### config.mk
export PLATFORM = sky130hd
export DESIGN_NAME = bcd_sevenseg_seq_flat
export DESIGN_NICKNAME = d
export VERILOG_FILES = /design/src/rtl/bcd_sevenseg_if.sv /design/src/rtl/bcd_sevenseg_seq.sv /design/src/flat_wrapper.sv
export SDC_FILE = /design/constraint.sdc
export NUM_CORES = 1
export LEC_CHECK = 0
export CORE_ASPECT_RATIO = 1.4
export CORE_MARGIN = 8
export CORE_UTILIZATION = 51
export CTS_BUF_LIST = sky130_fd_sc_hd__clkbuf_4 sky130_fd_sc_hd__clkbuf_8
export DETAILED_ROUTE_END_ITERATION = 7
export GPL_TIMING_DRIVEN = 0
export MAX_ROUTING_LAYER = met4
export PLACE_DENSITY = 0.79
export SLEW_MARGIN = 20
export SYNTH_ARGS = -nofsm -noshare
export SYNTH_HDL_FRONTEND = slang
export SYNTH_SLANG_ARGS = --single-unit
export TNS_END_PERCENT = 100
### constraint.sdc
create_clock -name clock -period 1.9 [get_ports clock]
set_clock_uncertainty 0.15 [all_clocks]
set_input_delay 0.475 -clock clock [delete_from_list [all_inputs] [get_ports clock]]
set_output_delay 0.475 -clock clock [all_outputs]
set_load 0.03 [all_outputs]
### src/rtl/bcd_sevenseg_if.sv
// Handshake and result bundle between a binary source and the BCD/seven-segment converter.
interface bcd_sevenseg_seq_if #(
   parameter int unsigned WIDTH  = 32,
   parameter int unsigned DIGITS = 8
);
   logic                  start;
   logic [WIDTH-1:0]      binary;
   logic                  busy;
   logic                  done;
   logic [4*DIGITS-1:0]   bcd;
   logic [7*DIGITS-1:0]   hex;
   logic                  overflow;

   modport master (
      output start, binary,
      input  busy, done, bcd, hex, overflow
   );

   modport slave (
      input  start, binary,
      output busy, done, bcd, hex, overflow
   );
endinterface

### src/rtl/bcd_sevenseg_seq.sv
// Multi-cycle binary-to-BCD converter (shift-add-3) with per-digit active-low
// seven-segment encoding, leading-zero blanking and overflow dashes.
module bcd_sevenseg_seq #(
   parameter int unsigned WIDTH    = 32,
   parameter int unsigned DIGITS   = 8,
   parameter int unsigned BLANK_LZ = 1
) (
   input logic              clock,
   input logic              resetn,
   bcd_sevenseg_seq_if.slave bus
);

   localparam int unsigned CW = (WIDTH > 1) ? $clog2(WIDTH) : 1;
   localparam logic [6:0] SEG_BLANK = 7'b111_1111;
   localparam logic [6:0] SEG_DASH  = 7'b011_1111;

   typedef enum logic [1:0] {S_IDLE, S_SHIFT, S_DONE} state_t;

   state_t                state, state_n;
   logic                  accept;
   logic [WIDTH-1:0]      shreg;
   logic [4*DIGITS-1:0]   scratch, scratch_adj;
   logic                  ovf_flag;
   logic [CW-1:0]         cnt;
   logic [4*DIGITS-1:0]   bcd_q;
   logic [7*DIGITS-1:0]   hex_q, hex_next;
   logic                  ovf_q, done_q;
   logic                  lead_zero;
   logic [3:0]            digit;

   function automatic logic [6:0] seg7(input logic [3:0] d);
      case (d)
         4'd0:    return 7'b100_0000;
         4'd1:    return 7'b111_1001;
         4'd2:    return 7'b010_0100;
         4'd3:    return 7'b011_0000;
         4'd4:    return 7'b001_1001;
         4'd5:    return 7'b001_0010;
         4'd6:    return 7'b000_0010;
         4'd7:    return 7'b111_1000;
         4'd8:    return 7'b000_0000;
         4'd9:    return 7'b001_0000;
         default: return SEG_BLANK;
      endcase
   endfunction

   // State register
   always_ff @(posedge clock or negedge resetn) begin
      if (!resetn) state <= S_IDLE;
      else         state <= state_n;
   end

   // Next-state and accept decode; start is honoured whenever not busy
   always_comb begin
      state_n = state;
      accept  = 1'b0;
      case (state)
         S_IDLE: begin
            if (bus.start) begin
               accept  = 1'b1;
               state_n = S_SHIFT;
            end
         end
         S_SHIFT: begin
            if (cnt == '0) state_n = S_DONE;
         end
         S_DONE: begin
            if (bus.start) begin
               accept  = 1'b1;
               state_n = S_SHIFT;
            end else begin
               state_n = S_IDLE;
            end
         end
         default: state_n = S_IDLE;
      endcase
   end

   // Add-3 correction on every scratch digit that is 5 or more
   always_comb begin
      scratch_adj = scratch;
      for (int unsigned i = 0; i < DIGITS; i++) begin
         if (scratch[4*i +: 4] >= 4'd5) scratch_adj[4*i +: 4] = scratch[4*i +: 4] + 4'd3;
      end
   end

   // Display encode of the finished scratch value, scanned from the top digit down
   always_comb begin
      hex_next  = '1;
      lead_zero = 1'b1;
      digit     = '0;
      for (int unsigned i = 0; i < DIGITS; i++) begin
         digit     = scratch[4*(DIGITS-1-i) +: 4];
         lead_zero = lead_zero & (digit == 4'd0);
         if (ovf_flag)
            hex_next[7*(DIGITS-1-i) +: 7] = SEG_DASH;
         else if ((BLANK_LZ != 0) && lead_zero && (i != DIGITS-1))
            hex_next[7*(DIGITS-1-i) +: 7] = SEG_BLANK;
         else
            hex_next[7*(DIGITS-1-i) +: 7] = seg7(digit);
      end
   end

   // Conversion datapath and registered results
   always_ff @(posedge clock or negedge resetn) begin
      if (!resetn) begin
         shreg    <= '0;
         scratch  <= '0;
         ovf_flag <= 1'b0;
         cnt      <= '0;
         bcd_q    <= '0;
         hex_q    <= '1;
         ovf_q    <= 1'b0;
         done_q   <= 1'b0;
      end else begin
         done_q <= 1'b0;
         if (accept) begin
            shreg    <= bus.binary;
            scratch  <= '0;
            ovf_flag <= 1'b0;
            cnt      <= CW'(WIDTH - 1);
         end else if (state == S_SHIFT) begin
            scratch <= {scratch_adj[4*DIGITS-2:0], shreg[WIDTH-1]};
            shreg   <= shreg << 1;
            cnt     <= cnt - CW'(1);
            if (scratch_adj[4*DIGITS-1]) ovf_flag <= 1'b1;
         end
         // Results sample scratch before a back-to-back accept clears it
         if (state == S_DONE) begin
            bcd_q  <= scratch;
            ovf_q  <= ovf_flag;
            hex_q  <= hex_next;
            done_q <= 1'b1;
         end
      end
   end

   assign bus.busy     = (state == S_SHIFT);
   assign bus.done     = done_q;
   assign bus.bcd      = bcd_q;
   assign bus.hex      = hex_q;
   assign bus.overflow = ovf_q;

endmodule

### src/flat_wrapper.sv
// flat-port wrapper written by rule: the top's interface ports become plain ports
module bcd_sevenseg_seq_flat 
#(
   parameter int unsigned WIDTH    = 32,
   parameter int unsigned DIGITS   = 8,
   parameter int unsigned BLANK_LZ = 1
)
  (clock, resetn, bus_start, bus_binary, bus_busy, bus_done, bus_bcd, bus_hex, bus_overflow);
  bcd_sevenseg_seq_if #(.WIDTH(WIDTH), .DIGITS(DIGITS)) bus_i ();
  input logic clock;
  input logic resetn;
  input wire logic [$bits(bus_i.start)-1:0] bus_start;
  input wire logic [$bits(bus_i.binary)-1:0] bus_binary;
  output wire logic [$bits(bus_i.busy)-1:0] bus_busy;
  output wire logic [$bits(bus_i.done)-1:0] bus_done;
  output wire logic [$bits(bus_i.bcd)-1:0] bus_bcd;
  output wire logic [$bits(bus_i.hex)-1:0] bus_hex;
  output wire logic [$bits(bus_i.overflow)-1:0] bus_overflow;
  assign bus_i.start = bus_start;
  assign bus_i.binary = bus_binary;
  assign bus_busy = bus_i.busy;
  assign bus_done = bus_i.done;
  assign bus_bcd = bus_i.bcd;
  assign bus_hex = bus_i.hex;
  assign bus_overflow = bus_i.overflow;
  bcd_sevenseg_seq #(.WIDTH(WIDTH), .DIGITS(DIGITS), .BLANK_LZ(BLANK_LZ)) u_core (.clock(clock), .resetn(resetn), .bus(bus_i));
endmodule
==> metrics.txt, run 1 <==
Core Region=0.0160 sq mm; r2r setup slk=-0.03 ns; synthesized area per cell=9.55 sq um; Final setup viols=8; Buf+Inv Stages, Crit Path=3; Crit Path Class=flop to output pin; Die Area=0.0206 sq mm; Worst Setup EP=bus_busy; Stages on worst setup path=4; die height=166 um; DR WL/cell=18.1 um; Leakage=4.58 nW; clock buffer count from CTS=17; crit path cell chain=nand2b_4 > clkinv_4 > buf_8 > buf_6; CP Max Fanout=3; Synth area leaders=dfrtp_1 (32%), dfstp_2 (18%), nand2_1 (7.5%), ha_1 (7.1%), o21ai_0 (4.7%); first-pass GRT wire length=35.8 mm; Setup WS post-layout=-0.0580 ns; r2r startpoint=u_core.scratch[20]; failing checks=negative setup slack; IR drop worst, VDD=0.878 mV; Max Used Layer=met4; initial antenna violation count=0; Compound-Gate Fraction of Synth Area=0.188; WL met3=1.26 mm; DP Worst Slack=-0.839 ns; post-synth top area cell=dfrtp_1; ant diodes=0; reg2reg end=u_core.bus.hex[14]; Core Util, Final=0.646; largest net degree at the start of global routing=91; Unique masters post-synth=56; total gr overflow=0; Worst-path clk slew=0.09 ns; Fin Setup TNS=-0.130 ns; final non-filler cell total=1242; met2 WL=11.6 mm; IO Port Bufs=125; Power Dens Cells=1580 mW/mm^2; Max Slew Vio Count=0; CTS sink cnt=162; Worst Reg-to-Reg Cells=7; Cell Area, Synth=0.00825 sq mm; Final Hold Slack=0.319 ns; H-tree lvl count=4; Cell Rows=55; final worst-path cycle share=1.03; Async SR Flop Fraction=1.00; run status=finished with violations; Post-Route M1 WL=8.91 mm; HP Start=u_core.bus.hex[13]; XOR/XNOR share of the synthesized area=0.0180; vias per cell=5.67; Initial Utilization=0.515; total number of yosys warnings=0; Slowest cell on crit path=dfrtp_1; max_slew headroom=0.552; vias in the first global route=7133; 1st-iter DRT viols=512; Nets=1112; # IOs=126; main combinational cell family by area after synthesis=compound AO/OA/AOI/OAI gates; Final Hold Fails=0; CP Capture Type=output pin; mux cell area share after synthesis=0.0184; overall routing resource usage=0.228; #FFs+latches synth=162; Worst Path Arrival=1.33 ns; Routed Antenna Nets=0; Synth Instances=864; Tmin final=1.96 ns; family with the most delay on the worst path=flip-flops; Synth Area in Simple Gates=0.158; post-detailed-placement half-perimeter wirelength=15.3 mm; RSZ-0062 raised after global routing=yes; sequential fraction of the synthesis area=0.500; CP startpoint=u_core.state[1]; die width=123 um; Max-cap violations=0; CTS max path bufs=2; synthesized net count=946; area growth from synthesis to layout=25.6%; via count=7036; EDFF count, synth=0; dominant synthesized flop cell=dfrtp_1; post-synth top area share=0.322; Slew @ Worst Pin=0.672 ns; max incr delay on CP=0.37 ns; crit start category=flop; GP Congestion=0.935; DR pass1 iterations=5; Worst EP required=1.27 ns; Placed Cells=1189; ratio of cells with drive above 1 in the final layout=0.261; FMAX=511 MHz; worst min-delay path category=flop to flop; clock root buffer=clkbuf_8; CTS tree=done; final WL=22.5 mm; Clock Latency Late Sink=0.47 ns; Adder-Cell Fraction of Synth Area=0.0713; number of remaining DRC errors=0
[area by class of cell]
cell class,count,area [sq um]
plain buffers,54,293
repair buffers,150,1170
clock inverters,12,179
well taps,199,249
clock buffers,20,269
multi-input cells,610,3910
flip-flops and latches,162,4140
inverters,35,154
fillers,1307,5680
[synth_stat cells, drive strengths merged, types with 3 or more instances]
cell type,number
dfrtp,106
nor2b,5
clkbuf,32
o22ai,5
nand2b,15
a21o,3
o21ai,78
a22oi,34
ha,47
nand3,4
o22a,30
nor3,5
a31oi,12
mux2i,14
a21oi,46
nor3b,10
xnor2,15
nand2,164
and2,4
o31ai,7
dfstp,56
nor2,70
inv,35
a22o,7
buf,25
a211oi,6
[cell families (layout without fill, tap and decap cells)]
kind of cell               Yosys count  count (layout)
muxes                               15              15
xor gates and xnor gates            17              17
and+or+nand+nor                    291             291
AOI/OAI and AO/OA                  240             240
DFF                                162             162
adders and majority gates           47              47
buffers and inverters               92             271
[worst min-delay path, delay by kind of cell (launching register included)]
family | cells | cell delay (ns)
flip-flops | 1 | 0.38
AO/OA/AOI/OAI | 1 | 0.05
AND/OR/NAND/NOR | 1 | 0.04
[where the power goes]
group / total (mW) / internal, mW / switching [mW]
combinational: 8.13 / 3.36 / 4.77
sequential: 5.45 / 4.55 / 0.900
clock: 2.82 / 1.52 / 1.30
[flip-flops by register name, summed over array words and instances, names as in the netlist]
signal / count
u_core.bus.hex: 56
u_core.bus.bcd: 32
u_core.scratch: 32
u_core.shreg: 32
u_core.cnt: 5
u_core.state: 2
u_core.bus.done: 1
u_core.bus.overflow: 1
u_core.ovf_flag: 1
[repair_timing]
item,CTS,global route
cloned,0,0
hold buffers,1,0
resized for setup,379,85
endpoints found under the hold margin,54,0
pin swaps,2,13
buffers inserted,14,9
setup endpoints to repair,197,123
[per-stage QoR]
stage / cell area, sq um / total power, mW
global route: 10400 / 17.5
floorplan: 8250 / 10.6
finish: 10400 / 16.4
detailed placement: 9780 / 12.9
global placement: 9750 / 12.7
CTS: 10100 / 16.0
[cells in the final DEF (no fill, tap or decap), types with 23 or more instances in the layout]
cell and n:
nor2_1 68, dfstp_2 56, a21oi_1 33, buf_4 27, clkbuf_1 23, o21ai_0 74
o22a_1 30, dfrtp_1 94, clkdlybuf4s50_1 33, nand2_1 163, ha_1 41, a22oi_1 34
buf_2 67
[routing by layer]
layer	vias to the layer above	GRT usage
li1	3307	-
met1	3455	0.259
met2	218	0.372
met3	56	0.0511
met4	0	0.104
met5	-	-
[worst min-delay path by stage]
stage,end,cells after the start,slack [ns]
final,u_core.bus.hex[13],2,0.32
after detailed placement,u_core.shreg[9],2,0.31
after global placement,u_core.shreg[20],2,0.31
after global routing,u_core.bus.hex[13],2,0.33
after floorplan,u_core.bus.bcd[0],0,0.03
after CTS,u_core.bus.bcd[19],2,0.33
Note: power is estimated with default switching activity, not from simulation.
==> run 2, diff against run 1 <==
- ABC_AREA: unset -> 1
- PLACE_DENSITY: 0.79 -> 0.75
==> metrics.txt, run 2 <==
failing checks=negative setup slack; run status=finished with violations; die height=166 um; Leakage=4.64 nW; Buf+Inv Stages, Crit Path=2; ant diodes=0; main combinational cell family by area after synthesis=compound AO/OA/AOI/OAI gates; Die Area=0.0205 sq mm; die width=123 um; Core Region=0.0160 sq mm; Post-synth top cells=nand2_1 (167), o21ai_0 (124), inv_1 (117), dfrtp_1 (106), nor2_1 (74); XOR/XNOR share of the synthesized area=0.00426; Synth Instances=940; synthesized area per cell=8.75 sq um; Cell Area, Synth=0.00822 sq mm; sequential fraction of the synthesis area=0.501; post-synth top area cell=dfrtp_1; sw power=6.98 mW; Power Dens Cells=1520 mW/mm^2; Adder-Cell Fraction of Synth Area=0.0715; post-synth top area share=0.323; CTS sink cnt=162; CP Max Fanout=6; family with the most delay on the worst path=flip-flops; Initial Utilization=0.515; Worst Path Arrival=1.30 ns; Final Hold Slack=0.319 ns; Final setup viols=1; initial antenna violation count=0; IO Port Bufs=125; clock power share=0.170; Worst-path clk slew=0.09 ns; worst min-delay path category=flop to flop; Routed Antenna Nets=0; clock buffer count from CTS=17; Unique masters post-synth=40; max incr delay on CP=0.42 ns; crit path cell chain=nor2_4 > buf_8 > buf_6; Tot Pwr=15.5 mW; via count=7198; Max-cap violations=0; Synth area leaders=dfrtp_1 (32%), dfstp_2 (18%), nand2_1 (7.6%), o21ai_0 (7.5%), ha_1 (7.2%); Tmin final=1.93 ns; Sequential Power Share=0.348; area growth from synthesis to layout=24.1%; largest net degree at the start of global routing=87; Cell Rows=55; Worst EP required=1.27 ns; most common cell after layout, fill and taps aside=nand2_1; clock root buffer=clkbuf_8; CTS tree=done; Setup WS post-layout=-0.0284 ns; Internal=8.48 mW; Core Util, Final=0.639; vias in the first global route=7196; IR drop worst, VDD=0.674 mV; GP Congestion=0.970; FMAX=519 MHz; DR WL/cell=16.9 um; Synth Area in Simple Gates=0.153; final worst-path cycle share=1.01; FILL cells=1411; Slew @ Worst Pin=0.753 ns; most frequent cells in the layout=nand2_1 (166), o21ai_0 (123), inv_1 (102); first-pass GRT wire length=35.9 mm; post-detailed-placement half-perimeter wirelength=15.9 mm; RSZ-0062 raised after global routing=yes; combinational share of power=0.482; Post-DP Area=0.00976 sq mm; 1st-iter DRT viols=452; total number of yosys warnings=0; Async SR Flop Fraction=1.00; H-tree lvl count=4; crit start category=flop; Compound-Gate Fraction of Synth Area=0.192; most frequent cell after synthesis=nand2_1; DR pass1 iterations=5; # IOs=126; synthesized net count=1022; final WL=22.5 mm; Slowest cell on crit path=dfrtp_1; Nets=1200; vias per cell=5.41; EDFF count, synth=0; overall routing resource usage=0.227; Max Slew Vio Count=0; max reg flops=56; total gr overflow=0; max_slew headroom=0.498; mux cell area share after synthesis=0; Final Hold Fails=0; Clock Latency Late Sink=0.46 ns; switching fraction of total power=0.452; #FFs+latches synth=162; Crit Path Class=flop to output pin; CP Capture Type=output pin; dominant synthesized flop cell=dfrtp_1; CTS max path bufs=2; number of remaining DRC errors=0; design area=0.0102 sq mm; ratio of cells with drive above 1 in the final layout=0.230
[run 2: cell types whose count changed in the layout (fill, tap and decap cells not counted), moves of 14 or more]
cell      before  now
inv_1         22  102
o21ai_0       74  123
a22oi_1       34    1
o221ai_1       2   33
a21oi_1       33   63
o22a_1        30    2
xnor2_1       15    0
mux2i_1       14    0
nand2b_1      14    0
[run 2: power by group through the flow]
stage	clock network, mW	logic, mW	registers (mW)
6_report	2.64	7.45	5.38
5_1_grt	2.80	8.35	5.52
4_1_cts	2.66	6.94	5.35
3_5_place_dp	0	6.92	5.41
3_3_place_gp	0	6.82	5.39
2_1_floorplan	0	4.43	5.76
[run 2: worst paths after layout]
check | start | end | slack (ns) | depth (start not counted)
setup / recovery | u_core.state[1] | bus_busy | -0.03 | 3
hold / removal | u_core.bus.hex[21] | u_core.bus.hex[21] | 0.32 | 2
setup reg to reg | u_core.scratch[16] | u_core.scratch[17] | 0.05 | 8
hold reg to reg | u_core.bus.hex[21] | u_core.bus.hex[21] | 0.32 | 2
max in group asynchronous | resetn | u_core.bus.hex[51] | 0.32 | 3
min in group asynchronous | resetn | u_core.bus.bcd[10] | 0.42 | 2
[run 2: cells by family after synthesis]
family                     after synthesis
DFF                                    162
buffers and inverters                  164
xor gates and xnor gates                 4
adders and majority gates               47
and+or+nand+nor                        292
AOI/OAI and AO/OA                      271
[run 2: repair_timing]
action                                  CTS  global route
hold endpoints to repair                 37             0
setup buffers                             5            27
cloned                                    0             0
gates resized for setup                 346            35
endpoints found under the setup margin  141            48
hold buffers                              1             0
pin swaps                                 2             7
[run 2: per-stage QoR]
stage / setup slack, ns / TNS [ns] / cells
6_report: -0.0284 / -0.0284 / 1330
5_1_grt: -0.0610 / -0.0908 / 1330
4_1_cts: -0.0814 / -0.0814 / 1303
3_5_place_dp: -0.610 / -22.08 / 1265
3_3_place_gp: -6.22 / -915.49 / 1264
2_1_floorplan: 0.154 / 0 / 940
[run 2: worst register-to-register path, delay by kind of cell (launching register included)]
kind	cells	cell delay, ns
DFF	1	0.46
AOI/OAI and AO/OA	3	0.45
and+or+nand+nor	1	0.30
buffers and inverters	3	0.22
adders and majority gates	1	0.14
[run 2: area by class of cell]
| class | instances | area (sq um) | area share |
|---|---|---|---|
| flip-flops and latches | 162 | 4140 | 0.405 |
| multi-input cells | 614 | 3510 | 0.344 |
| repair buffers | 159 | 1220 | 0.120 |
| inverters | 126 | 485 | 0.0476 |
| well taps | 199 | 249 | 0.0244 |
| clock buffers | 17 | 234 | 0.0229 |
| clock inverters | 15 | 185 | 0.0181 |
| plain buffers | 38 | 184 | 0.0180 |
[run 2: routing by layer]
metal,GRT usage,share of wire
met5,-,0
met4,0.0909,0.035
met3,0.0408,0.060
met2,0.373,0.51
met1,0.266,0.40
